**src/rtl/mdl_dmatiming_mc.sv**
```systemverilog
// mdl_dmatiming_mc: multi-channel round-robin DMA command timing sequencer
module mdl_dmatiming_mc #(
  parameter int CH = 2,
  parameter int ROT_LEN = 8,
  parameter int SAMPLE_PH = 3,
  parameter int ISSUE_PH = 6,
  parameter int CNT_W = 10,
  localparam int PW = $clog2(ROT_LEN),
  localparam int GW = $clog2(CH)
) (
  input  logic            i_MCLK,
  input  logic            i_SYS_RST_n,
  input  logic            i_CLK4M_PCEN_n,
  input  logic            i_SYNC,
  input  logic            i_ACC_ACT_n,
  input  logic            i_DMA_ACT,
  input  logic [2*CH-1:0] i_REQ_CMD,
  input  logic [CH-1:0]   i_LEN_LD,
  input  logic [CNT_W-1:0] i_LEN,
  output logic [PW-1:0]   o_PHASE,
  output logic            o_BR_START_n,
  output logic [CH-1:0]   o_CMD_ACK,
  output logic [GW-1:0]   o_GNT_CH,
  output logic            o_MSKADDR_INC,
  output logic            o_MSKREG_LD,
  output logic            o_DMADREG_BDHILO_LD,
  output logic [CH-1:0]   o_WORD_END,
  output logic [CH-1:0]   o_DMA_END
);
  typedef enum logic {OPEN, LOCK} lock_t;
  lock_t st, st_nx;
  logic en, at_s, at_i, ld0, found, dec;
  logic [GW-1:0] ptr, win, idx, s0_ch, s1_ch;
  logic [1:0] s0_cmd, s1_cmd;
  logic s0_v, s1_v;
  logic [CH-1:0] elig;
  logic [CNT_W-1:0] cnt [CH];

  assign en = ~i_CLK4M_PCEN_n;
  assign at_s = en && o_PHASE == PW'(SAMPLE_PH);
  assign at_i = en && o_PHASE == PW'(ISSUE_PH);
  assign ld0 = st == OPEN || !i_ACC_ACT_n;
  assign dec = at_i && s0_v && s0_cmd[0] && i_DMA_ACT;

  for (genvar c = 0; c < CH; c++) begin : g_ch
    assign elig[c] = i_REQ_CMD[2*c +: 2] == 2'b10 || (i_REQ_CMD[2*c] && cnt[c] != '0);
    assign o_DMA_END[c] = cnt[c] == '0;
  end

  // round-robin: first eligible channel after the last winner
  always_comb begin
    found = 1'b0;
    win = '0;
    idx = '0;
    for (int k = 1; k <= CH; k++) begin
      idx = GW'((int'(ptr) + k) % CH);
      if (!found && elig[idx]) begin
        found = 1'b1;
        win = idx;
      end
    end
  end

  always_ff @(posedge i_MCLK or negedge i_SYS_RST_n)
    if (!i_SYS_RST_n) st <= OPEN;
    else st <= st_nx;

  always_comb begin
    st_nx = st;
    if (at_s) st_nx = !i_ACC_ACT_n ? OPEN : (|elig ? st : LOCK);
  end

  always_ff @(posedge i_MCLK or negedge i_SYS_RST_n) begin
    if (!i_SYS_RST_n) begin
      o_PHASE <= '0;
      o_BR_START_n <= 1'b1;
      o_CMD_ACK <= '0;
      o_WORD_END <= '0;
      ptr <= GW'(CH - 1);
      s0_v <= 1'b0;
      s0_ch <= '0;
      s0_cmd <= '0;
      s1_v <= 1'b0;
      s1_ch <= '0;
      s1_cmd <= '0;
      for (int c = 0; c < CH; c++) cnt[c] <= '0;
    end else if (en) begin
      o_PHASE <= i_SYNC || o_PHASE == PW'(ROT_LEN - 1) ? '0 : o_PHASE + 1'b1;
      o_CMD_ACK <= '0;
      o_WORD_END <= '0;
      if (at_s) begin
        o_BR_START_n <= !(|elig && ld0);
        if (ld0) begin
          s0_v <= found;
          if (found) begin
            s0_ch <= win;
            s0_cmd <= i_REQ_CMD[2*win +: 2];
            ptr <= win;
            o_CMD_ACK[win] <= 1'b1;
          end
        end
      end
      if (at_i) begin
        s1_v <= s0_v && st == OPEN;
        s1_ch <= s0_ch;
        s1_cmd <= s0_cmd;
      end
      // a same-edge length load overrides the decrement
      for (int c = 0; c < CH; c++) begin
        if (dec && s0_ch == GW'(c)) o_WORD_END[c] <= 1'b1;
        if (i_LEN_LD[c]) cnt[c] <= i_LEN;
        else if (dec && s0_ch == GW'(c) && cnt[c] != '0) cnt[c] <= cnt[c] - 1'b1;
      end
    end
  end

  assign o_GNT_CH = s1_ch;
  assign o_MSKADDR_INC = s1_v && i_DMA_ACT && s1_cmd == 2'b10;
  assign o_DMADREG_BDHILO_LD = s1_v && i_DMA_ACT && s1_cmd[0];
  assign o_MSKREG_LD = o_MSKADDR_INC && o_PHASE == PW'(SAMPLE_PH);
endmodule

```
**config.mk**
```make
export PLATFORM = sky130hd
export DESIGN_NAME = mdl_dmatiming_mc
export DESIGN_NICKNAME = d
export VERILOG_FILES = /design/src/rtl/mdl_dmatiming_mc.sv
export SDC_FILE = /design/constraint.sdc
export NUM_CORES = 1
export LEC_CHECK = 0
export ABC_AREA = 1
export BUFFER_PORTS_ARGS = -buffer_cell sky130_fd_sc_hd__buf_2
export CORE_MARGIN = 5
export CORE_UTILIZATION = 40
export CTS_CLUSTER_DIAMETER = 60
export DETAILED_ROUTE_END_ITERATION = 8
export PLACE_DENSITY = 0.58
export SKIP_CTS_REPAIR_TIMING = 1
export SLEW_MARGIN = 15
export SYNTH_ARGS = -nofsm -noshare
export SYNTH_HDL_FRONTEND = slang
export SYNTH_SLANG_ARGS = --single-unit
export TNS_END_PERCENT = 10
```
**constraint.sdc**
```tcl
create_clock -name i_MCLK -period 2.3 [get_ports i_MCLK]
set_input_delay 0.345 -clock i_MCLK [delete_from_list [all_inputs] [get_ports i_MCLK]]
set_output_delay 0.345 -clock i_MCLK [all_outputs]
set_load 0.03 [all_outputs]
```
Word-level counts from Yosys, hierarchy flattened --
Cells that the tools add are included.
Storage, ports and cells: flip-flop bits (word level) 38, latch bits 0, bits in writable memories 0, memory bits (read-only) 0, input bits 22, output and inout bits 14, word-level logic and storage cells 96, memories kept 0
Operators by class: add/subtract/negate cells 5, multiply operators 0, div/mod/pow operators 0, magnitude comparators 4, equal/unequal tests 7, shifts and indexed selects 1, mux-type cells 22, bitwise gates (word level) 3, reduce and logical (&&, ||, !) cells 40
Operator list (count):
- $mux 10 | 4
- $logic_not 10->1 | 2
- $reduce_bool 10->1 | 2
- $sub 10x1->10 const B | 2
- $logic_and 1x1->1 | 19
- $mux 1 | 13
- $reduce_and 2->1 | 5
- $eq 2x2->1 const B | 3
- $eq 3x3->1 const B | 2
- $lt 1x2->1 const B | 3
- $mux 2 | 3
- $logic_or 1x1->1 | 4
- $reduce_and 4->1 | 1
- $reduce_bool 2->1 | 2
- $shiftx 4x3->2 | 1
- $add 3x1->3 const B | 1
- $eq 3x2->1 const B | 1
- $logic_not 1->1 | 3
- $mux 3 | 1
- $not 1->1 | 3
- $reduce_and 3->1 | 1
- $add 1x1->1 const B | 2
- $ne 2x2->1 const B | 1
- $reduce_or 2->1 | 1
- 2 further kinds | 2

Longest topological paths before layout --
Gate-level depths: netlist (run 1).
word-level depth 16, mapped depth 12, depth with buffers taken out 12

Worst setup path before layout (run 1) --
OpenSTA, ideal clock, no wires.
path type reg-to-output, from reg o_PHASE[1], to out o_MSKREG_LD, arrival time 1.917 ns, data required time 1.955 ns, path slack 0.038 ns, stages on the path, launching flop included 5, path buffers 0, path through dfrtp_1 ha_1 ha_1 inv_1 nor4_1
On the way: cells in the longest elaborated chain, start to end 2
RTL lines:
- start: declaration | line 20 | output logic [PW-1:0] o_PHASE,
- start signal: assignment | line 88 | o_PHASE <= i_SYNC || o_PHASE == PW'(ROT_LEN - 1) ? '0 : o_PHASE + 1'b1;
- $eq 3x2->1 | line 120 | assign o_MSKREG_LD = o_MSKADDR_INC && o_PHASE == PW'(SAMPLE_PH);
- $logic_and 1x1->1 | line 120
- end: declaration | line 25 | output logic o_MSKREG_LD,
Every way passes these cells.

Worst setup path in the final report (run 1) --
from reg cnt[10] (netlist name), to out o_DMA_END[0]
On the way: cells in the longest elaborated chain, start to end 1
RTL lines:
- start: declaration | line 37 | logic [CNT_W-1:0] cnt [CH];
- start signal: indexed assignment | line 111 | if (i_LEN_LD[c]) cnt[c] <= i_LEN;
- $logic_not 10->1 | line 47 | assign o_DMA_END[c] = cnt[c] == '0;
- end: declaration | line 28 | output logic [CH-1:0] o_DMA_END
Every way passes these cells.

==> results of run 1 <==
## sequential cells by signal, indices dropped and copies added, names as in the netlist
| signal | flops |
|---|---|
| st | 1 |
| s1_cmd | 2 |
| s0_cmd | 2 |
| o_GNT_CH | 1 |
| s1_v | 1 |
| s0_ch | 1 |
| s0_v | 1 |
| o_BR_START_n | 1 |
| cnt | 20 |
| o_PHASE | 3 |
| o_CMD_ACK | 2 |
| o_WORD_END | 2 |
| ptr | 1 |
## cell type report
cell class / instances / share of cell area, %
Multi-Input combinational cell: 215 / 46.05
Sequential cell: 38 / 35.41
Clock buffer: 6 / 3.067
Clock inverter: 2 / 0.4647
Tap cell: 75 / 3.485
Timing Repair Buffer: 35 / 6.506
Inverter: 36 / 5.019
## placed cells by master (no fill, tap or decap), types with 3 or more instances in the layout
cell       n
o21ai_0   24
nand2_2    6
or2_2      3
clkbuf_8   6
xor2_1     4
buf_2     35
a21oi_1    4
inv_1     32
nor2_4     4
nor2_1    26
a21oi_2    5
dfrtp_1   36
inv_2      3
nand3_1   22
o21ai_2   12
ha_1       6
nor2_2     4
nand2_1   71
## synth_stat cells
cell type,count,area [µm²]
nand2_4,2,22.52
o211ai_1,2,15.01
dfstp_2,2,52.55
o21ai_0,24,120.1
xor2_1,4,35.03
o21ai_1,2,10.01
o41ai_1,1,8.760
nand2_8,1,20.02
nand2_2,6,37.54
buf_2,2,10.01
inv_1,32,120.1
a22oi_1,1,7.510
nand2_1,71,266.5
nor2_2,4,25.02
o211ai_2,2,25.02
nor2_1,26,97.59
o21ai_2,12,105.1
nor4_1,1,6.260
nand3_4,1,17.52
nor2_4,4,45.04
clkinv_1,1,3.750
buf_12,2,40.04
dfrtp_1,36,900.9
nand3_2,2,20.02
nand3b_1,1,7.510
nor2_8,1,20.02
inv_2,3,11.26
or2_2,3,18.77
clkbuf_1,1,3.750
xnor2_1,1,8.760
nor3_1,2,10.01
a21oi_2,5,43.79
nand3_1,22,110.1
nand4_4,1,21.27
a21oi_1,4,20.02
nand4_1,2,12.51
o31ai_1,1,7.510
ha_1,6,75.07
buf_6,1,11.26
## worst max-delay path: cells and delay by family, from the launching register on
family | cells | cell delay [ps]
flip-flops | 1 | 380
buffers and inverters | 3 | 390
AND/OR/NAND/NOR | 3 | 360
adder cells (fa/ha/maj) | 1 | 260
## metrics by stage
stage,util (%),hold slack (ps),setup WS [ps]
3_3_place_gp,44.13,465.8,553.3
2_1_floorplan,-,49.41,38.28
5_1_grt,45.75,222.2,118.1
6_report,45.75,147.2,263.3
3_5_place_dp,44.13,468.4,528.1
4_1_cts,45.75,189.8,230.2
## report_power, final
part           leakage [µW]  total [µW]  internal, µW  switching, µW
clock network     0.0000472         495           241            254
logic              0.000801         630           221            409
registers          0.000467         969           835            134
total               0.00132        2090          1300            796
## worst min-delay path by stage
| stage | endpoint | cells past startpoint |
|---|---|---|
| final | o_WORD_END[1] | 1 |
| after global routing | s1_cmd[0] | 1 |
| after CTS | o_WORD_END[1] | 1 |
| after detailed placement | o_CMD_ACK[1] | 2 |
| after global placement | o_WORD_END[1] | 2 |
| after floorplan | cnt[0] | 0 |
## per-layer routing
metal,GRT usage [%],part of all wire [%]
met1,18.21,45
met2,24.86,48
met3,3.595,5.4
met4,5.858,1.8
met5,0,0
## cell families after synthesis
logic type / count (synthesis) / synth area share [%]
compound gates: 54 / 15.16
xor+xnor: 5 / 1.830
fa+ha+maj: 6 / 3.136
buf+inv: 42 / 8.364
flops: 38 / 39.83
simple gates: 150 / 31.68
==> results.md, run 1 <==
* GRT overflow at 0
* Slew Viols, Final at 0
* Worst path slowest cell: dfrtp_1
* End of the critical path: o_DMA_END[0]
* Worst reg2reg path depth at 10
* TNS Setup at 0 ps
* Routed WL per cell at 12.73 µm
* Most used cell, CP: inv_1
* Yosys warns at 0
* RSZ-0062 raised after global routing: no
* Period utilisation layout at 88.55%
* Minimum clock period at 2037 ps
* Clk pin slew, worst setup/hold paths at 80 ps
* CP endpoint kind: output port
* Max Buffers Root-to-Sink at 2
* Routability cong. at 0.8441
* Setup violators final at 0
* Pin count of the biggest net entering global routing at 39
* Tot GR Track Use at 14.83%
* WS Path Type: flop to output port
* Final Hold Vio Count at 0
* Final cell count without fillers at 407
* Multi-input gate area at 1240 µm²
* First drt pass iteration count at 4
* Final #Nets at 359
* Initial Util at 40.67%
* Cells after DPL at 399
* Post-DP Area at 2597 µm²
* I/O Buffers at 35
* RR Endpoint: cnt[6]
* Worst r2r src: o_PHASE[0]
* CORE AREA at 5886 µm²
* CTS buffer count at 5
* HPWL after DPL at 3930 µm
* Clock Sinks at 38
* Die Ht at 87.36 µm
* Pwr dens at 777.4 nW/µm²
* Clock Latency Late Sink at 300 ps
* DRT antenna net count at 0
* Sequential Area at 953.4 µm²
* # DRC at 0
* Mapped Cells at 295
* Leak Pwr at 0.001315 µW
* Die footprint at 7631 µm²
* Drt via density at 4.823
* Hold crit path type: input pin to asynchronous set/reset pin
* Initial detailed-routing violation count at 47
* Max Clk Rate at 491.0 MHz
* Max-cap violations at 0
* Crit-path cells: inv_1, ha_1, nand3_4, nor2_4, nand2_1, inv_1, buf_2
* Worst clock skew at 4.638 ps
* # IOs at 36
* Status: completed
* Total power at 2093 µW
* Final Cell Area at 2693 µm²
* Share of cells above drive strength 1 at 27.71%
* Peak supply drop at 0.3596 mV
* Vias at 1,963
* Max incr delay on CP at 380 ps
* Global-route wire length before repair at 8700 µm
* Post-synthesis sequential area ratio at 39.83%
* Post-Syn Area per Cell at 8.114 µm²
* Worst path arrival time at 1690 ps
* Routed Wire Length at 5181 µm
* Startpoint types: flop
* Worst-Margin Slew at 850.9 ps
* CTS H-tree depth at 2
* Num rows at 28
* Yosys cell types at 39
* Post-Syn Area at 2394 µm²
* CTS tree: done
* Number of global-route vias before repair at 1,882
* Root Buffer: clkbuf_8
* FF+latch count, synth at 38
* Fillers at 618
* Chip width at 87.36 µm
* Area Growth Syn to Fin at 12.49%
* Worst EP required at 1960 ps
* CP max FO at 5
* Worst reg-to-reg setup slack at 530 ps
* Crit path launch: cnt[10]
* Initial antenna violation count at 0
* Worst slew margin at 43.27%
* Number of antenna diodes at 0
* Net Count, Synth at 323
Power figures use the tool's default switching activity.
==> inputs of run 2 (changes only) <==
--- a/config.mk
+++ b/config.mk
@@ -10,8 +10,9 @@
 export CORE_MARGIN = 5
 export CORE_UTILIZATION = 40
 export CTS_CLUSTER_DIAMETER = 60
+export CTS_CLUSTER_SIZE = 14
 export DETAILED_ROUTE_END_ITERATION = 8
-export PLACE_DENSITY = 0.58
+export PLACE_DENSITY = 0.61
 export SKIP_CTS_REPAIR_TIMING = 1
 export SLEW_MARGIN = 15
 export SYNTH_ARGS = -nofsm -noshare
==> constraint.sdc (replaced) <==
create_clock -name i_MCLK -period 1.7 [get_ports i_MCLK]
set_input_delay 0.255 -clock i_MCLK [delete_from_list [all_inputs] [get_ports i_MCLK]]
set_output_delay 0.255 -clock i_MCLK [all_outputs]
set_load 0.03 [all_outputs]
==> run 2 against run 1 <==
Compared with the run above: critical path depth down 2; sequential share of layout area down 2.8 points; wire length up 5.8%; die area unchanged; register-to-register slack worse by 500 ps; sequential power up 35%; global-route usage up 0.20 points; first-iteration DRC count up 34%; combinational power up 53%; critical path type unchanged; largest power group unchanged.
==> results.md, run 2 (synthesized netlist as in run 1, its figures left out) <==
* Top Family by Delay on Critical Path: flip-flops (was buffers and inverters)
* Status: completed (unchanged)
* Worst-Margin Slew at 506.4 ps (was 850.9 ps)
* Vias at 2,070 (was 1,963)
* Leak Pwr at 0.001404 µW (was 0.001315 µW)
* Worst path arrival time at 1430 ps (was 1690 ps)
* # DRC at 0 (unchanged)
* Number of antenna diodes at 0 (unchanged)
* HPWL after DPL at 3908 µm (was 3930 µm)
* Initial antenna violation count at 0 (unchanged)
* Minimum clock period at 1681 ps
* CTS H-tree depth at 2 (unchanged)
* Top flop regs: cnt x20, o_PHASE x3 (unchanged)
* WS Path Type: flop to output port (unchanged)
* Pin count of the biggest net entering global routing at 39 (unchanged)
* Max reg flops at 20 (unchanged)
* Die Ht at 87.36 µm (unchanged)
* Worst path slowest cell: dfrtp_1 (unchanged)
* CTS tree: done (unchanged)
* Tot GR Track Use at 15.04% (was 14.83%)
* Global-route wire length before repair at 9108 µm (was 8700 µm)
* Max Clk Rate at 594.9 MHz
* # IOs at 36 (unchanged)
* Routability cong. at 0.8296 (was 0.8441)
* DRT antenna net count at 0 (unchanged)
* Final #Nets at 374 (was 359)
* CTS buffer count at 5 (unchanged)
* CORE AREA at 5886 µm² (unchanged)
* Period utilisation layout at 98.88%
* Clk pin slew, worst setup/hold paths at 80 ps (about the same)
* Clock Sinks at 38 (unchanged)
* Multi-input gate area at 1326 µm² (was 1240 µm²)
* Routed WL per cell at 12.99 µm (was 12.73 µm)
* Commonest non-fill, non-tap cell in the layout: nand2_1 (unchanged)
* GRT overflow at 0 (unchanged)
* Num rows at 28 (unchanged)
* I/O Buffers at 35 (unchanged)
* Hold crit path type: input pin to asynchronous set/reset pin (unchanged)
* Fillers at 601 (was 618)
* Share of cells above drive strength 1 at 35.16% (was 27.71%)
* RSZ-0062 raised after global routing: yes (was no)
* Top reg by flops: cnt (unchanged)
* Die footprint at 7631 µm² (unchanged)
* Final Hold Vio Count at 0 (unchanged)
* Routed Wire Length at 5481 µm (was 5181 µm)
* Initial Util at 40.67% (unchanged)
* Worst slew margin at 66.24% (was 43.27%)
* Clock Latency Late Sink at 290 ps (was 300 ps)
* Worst EP required at 1440 ps (was 1960 ps)
* Number of global-route vias before repair at 2,024 (was 1,882)
* Post-DP Area at 2650 µm² (was 2597 µm²)
* Sequential Area at 953.4 µm² (unchanged)
* Startpoint types: flop (unchanged)
* Slew Viols, Final at 0 (unchanged)
* Max Buffers Root-to-Sink at 2 (unchanged)
* Most frequent cells in the layout: 69 x nand2_1, 36 x dfrtp_1, 32 x buf_2 (was 71 x nand2_1, 36 x dfrtp_1, 35 x buf_2)
* Chip width at 87.36 µm (unchanged)
* Worst clock skew at 8.843 ps (was 4.638 ps)
* Drt via density at 4.905 (was 4.823)
* CP bufs+invs at 2 (was 3)
* Max-cap violations at 0 (unchanged)
* Total power at 2948 µW (was 2093 µW)
* First drt pass iteration count at 4 (unchanged)
* Root Buffer: clkbuf_8 (unchanged)
* Area Growth Syn to Fin at 22.11% (was 12.49%)
* Initial detailed-routing violation count at 63 (was 47)
* Peak supply drop at 0.5060 mV (was 0.3596 mV)
* CP endpoint kind: output port (unchanged)
* Crit-path cells: ha_2, ha_1, inv_2, nor4_4, buf_6 (was inv_1, ha_1, nand3_4, nor2_4, nand2_1, inv_1, buf_2)
* Setup violators final at 0 (unchanged)
* Max incr delay on CP at 400 ps (was 380 ps)
* Final Cell Area at 2923 µm² (was 2693 µm²)
* CP max FO at 4 (was 5)
* Pwr dens at 1009 nW/µm² (was 777.4 nW/µm²)
-- run 2: changes by cell type in the layout (fill, tap and decap cells not counted), sizes merged --
cell / change
buf: +15
-- run 2: final cells by class --
class	instances	area share (%)
Clock inverter	2	0.4281
Timing Repair Buffer	50	10.92
Sequential cell	38	32.62
Inverter	36	4.623
Multi-Input combinational cell	215	45.38
Clock buffer	6	2.825
Tap cell	75	3.211
-- run 2: worst register-to-register path: cells and delay by family, from the launching register on --
family	cells	cell delay (ps)
buffers and inverters	2	280
AND/OR/NAND/NOR	6	670
adder cells (fa/ha/maj)	1	150
AO/OA/AOI/OAI	1	50
flip-flops	1	400
-- run 2: through the flow --
step	hold WS (ps)	std cells	setup WS (ps)	util, %	setup TNS (ps)
2_1_floorplan	-40.59	295	8.673	-	0
4_1_cts	32.25	412	-189.9	46.64	-1165
6_report	6.746	422	19.07	49.66	0
5_1_grt	58.44	422	-82.07	49.66	-877.5
3_3_place_gp	346.8	404	-115.3	45.03	-314.8
3_5_place_dp	357.5	404	-128.0	45.03	-460.7
-- run 2: report_power, final --
group	internal [µW]	switching [µW]	total, µW	leakage (µW)
logic	373	593	966	0.000891
clock network	326	341	667	0.0000472
registers	1130	185	1310	0.000467
total	1830	1120	2950	0.00140
-- run 2: path summary, 6_finish.rpt --
kind	startpoint	slack [ps]	depth (start not counted)	to
hold reg to reg	ptr	470	2	ptr
hold / removal	i_SYS_RST_n	7	2	o_PHASE[1]
setup reg to reg	o_PHASE[1]	30	10	cnt[7]
max in group asynchronous	i_SYS_RST_n	1320	2	o_BR_START_n
min in group i_MCLK	i_SYNC	150	2	o_PHASE[1]
setup / recovery	o_PHASE[1]	20	5	o_MSKREG_LD
-- run 2: layer usage --
metal	track usage [%]	routed length [µm]
met2	24.38	2602
met3	3.500	290
met4	5.718	93
met5	0	0
met1	19.37	2495
==> inputs of run 3 (changes only) <==
--- a/config.mk
+++ b/config.mk
@@ -13,6 +13,7 @@
 export CTS_CLUSTER_SIZE = 14
 export DETAILED_ROUTE_END_ITERATION = 8
 export PLACE_DENSITY = 0.61
+export REMOVE_ABC_BUFFERS = 1
 export SKIP_CTS_REPAIR_TIMING = 1
 export SLEW_MARGIN = 15
 export SYNTH_ARGS = -nofsm -noshare
==> run 3 against run 2 <==
Compared with the run above: clock power grew 11%; via count increased by 5.3%; total power increased by 4.7%; first-iteration DRC count up 24%; global-route usage decreased by 0.19 points; largest power group unchanged; critical path type unchanged; combinational power rose by 6%; wire length is 8.8% higher; core utilization is 2.1 points higher; sequential share of layout area is 1.3 points lower; sequential power about the same; cell count grew 2.8%.
==> results.md, run 3 (synthesized netlist as in run 1, its figures left out) <==
* Status: completed (unchanged)
* Slew Viols, Final at 0 (unchanged)
* CTS tree: done (unchanged)
* # DRC at 0 (unchanged)
* Clk pin slew, worst setup/hold paths at 80 ps (about the same)
* Pwr dens at 1014 nW/µm² (was 1009 nW/µm²)
* Top Family by Delay on Critical Path: flip-flops (unchanged)
* Minimum clock period at 1676 ps (was 1681 ps)
* Pin count of the biggest net entering global routing at 39 (unchanged)
* Initial detailed-routing violation count at 78 (was 63)
* Top reg by flops: cnt (unchanged)
* Setup violators final at 0 (unchanged)
* Max incr delay on CP at 390 ps (was 400 ps)
* CTS H-tree depth at 2 (unchanged)
* Final Hold Vio Count at 0 (unchanged)
* CP bufs+invs at 2 (unchanged)
* Met2 WL at 2945 µm (was 2602 µm)
* Hold crit path type: input pin to asynchronous set/reset pin (unchanged)
* Crit-path cells: ha_2, ha_1, inv_2, nor4_2, buf_4 (was ha_2, ha_1, inv_2, nor4_4, buf_6)
* Clock Latency Late Sink at 290 ps (about the same)
* Wl on met1 at 2648 µm (was 2495 µm)
* TNS Setup at 0 ps (unchanged)
* Period utilisation layout at 98.58% (was 98.88%)
* Global-route wire length before repair at 8949 µm (was 9108 µm)
* Pre-CTS WS at -56.95 ps (was -128.0 ps)
* Commonest non-fill, non-tap cell in the layout: nand2_1 (unchanged)
* Final worst setup slack at 24.11 ps (was 19.07 ps)
* CTS buffer count at 5 (unchanged)
* Wire length on met3 at 316 µm (was 290 µm)
* Cells after DPL at 404 (unchanged)
* Startpoint types: flop (unchanged)
* Worst clock skew at 8.186 ps (was 8.843 ps)
* RSZ-0062 raised after global routing: yes (unchanged)
* Routability cong. at 0.8968 (was 0.8296)
* Most frequent cells in the layout: 68 x nand2_1, 36 x dfrtp_1, 32 x buf_2 (was 69 x nand2_1, 36 x dfrtp_1, 32 x buf_2)
* Die Ht at 87.36 µm (unchanged)
* Chip width at 87.36 µm (unchanged)
* Final core utilization at 51.74% (was 49.66%)
* Initial Util at 40.67% (unchanged)
* HPWL after DPL at 4044 µm (was 3908 µm)
* WS Path Type: flop to output port (unchanged)
* Number of global-route vias before repair at 1,973 (was 2,024)
* Area Growth Syn to Fin at 27.23% (was 22.11%)
* Worst EP required at 1440 ps (about the same)
* Peak supply drop at 0.5305 mV (was 0.5060 mV)
* Leak Pwr at 0.001482 µW (was 0.001404 µW)
* # IOs at 36 (unchanged)
* CP max FO at 3 (was 4)
* Top Metal Used: met4 (unchanged)
* GRT overflow at 0 (unchanged)
* Worst slew margin at 66.17% (was 66.24%)
* Routed Wire Length at 5965 µm (was 5481 µm)
* DRT antenna net count at 0 (unchanged)
* Root Buffer: clkbuf_8 (unchanged)
* Vias at 2,179 (was 2,070)
* Fillers at 591 (was 601)
* CP endpoint kind: output port (unchanged)
* CORE AREA at 5886 µm² (unchanged)
* Routed WL per cell at 13.74 µm (was 12.99 µm)
* Clock Sinks at 38 (unchanged)
* Final cell count without fillers at 434 (was 422)
* Max Buffers Root-to-Sink at 2 (unchanged)
* Share of cells above drive strength 1 at 37.88% (was 35.16%)
* Top flop regs: cnt x20, o_PHASE x3 (unchanged)
* Worst path slowest cell: dfrtp_1 (unchanged)
* Number of antenna diodes at 0 (unchanged)
* Worst-Margin Slew at 507.5 ps (was 506.4 ps)
* Final #Nets at 386 (was 374)
* Max reg flops at 20 (unchanged)
* Tot GR Track Use at 14.85% (was 15.04%)
* I/O Buffers at 35 (unchanged)
* Worst path arrival time at 1420 ps (was 1430 ps)
* Max-cap violations at 0 (unchanged)
* Die footprint at 7631 µm² (unchanged)
* Max Clk Rate at 596.7 MHz (was 594.9 MHz)
* Drt via density at 5.021 (was 4.905)
* First drt pass iteration count at 4 (unchanged)
* Num rows at 28 (unchanged)
* Initial antenna violation count at 0 (unchanged)
run 3: cell count changes in the layout (fill, tap and decap cells not counted), sizes merged:
cell,delta
buf,+9
nand2,+3
clkinvlp,-1
clkbuf,+2
clkinv,-1
run 3: layer usage:
layer / up-vias / global-route usage, %
li1: 1086 / -
met4: 0 / 4.603
met3: 5 / 3.690
met5: - / 0
met2: 52 / 25.62
met1: 1036 / 18.09
run 3: worst paths after layout:
kind	start	depth (start not counted)	slack [ps]	endpoint
max in group asynchronous	i_SYS_RST_n	2	1320	o_BR_START_n
hold / removal	i_SYS_RST_n	2	20	cnt[18]
hold reg to reg	ptr	2	470	ptr
min in group i_MCLK	i_SYNC	2	150	o_PHASE[1]
setup / recovery	o_PHASE[1]	5	20	o_MSKREG_LD
setup reg to reg	o_PHASE[1]	10	30	cnt[15]
run 3: area by class of cell:
class / instances / area (µm²) / share of cell area (%)
repair buffers: 59 / 377.9 / 12.41
clock buffers: 8 / 110.1 / 3.615
well taps: 75 / 93.84 / 3.081
flip-flops and latches: 38 / 953.4 / 31.31
inverters: 36 / 135.1 / 4.437
multi-input cells: 218 / 1375 / 45.15
run 3: power breakdown:
part,leakage (µW),internal [µW],switching [µW]
clock network,0.0000575,410,331
logic,0.000958,403,619
registers,0.000467,1130,195
run 3: per-stage QoR:
step | total power [µW] | instance area [µm²] | hold WS (ps)
detailed placement | 2207 | 2635 | 350.6
finish | 3088 | 3045 | 18.57
CTS | 2955 | 2745 | 27.80
floorplan | 1935 | 2328 | -40.59
global route | 3291 | 3045 | 48.90
global placement | 2197 | 2635 | 349.9
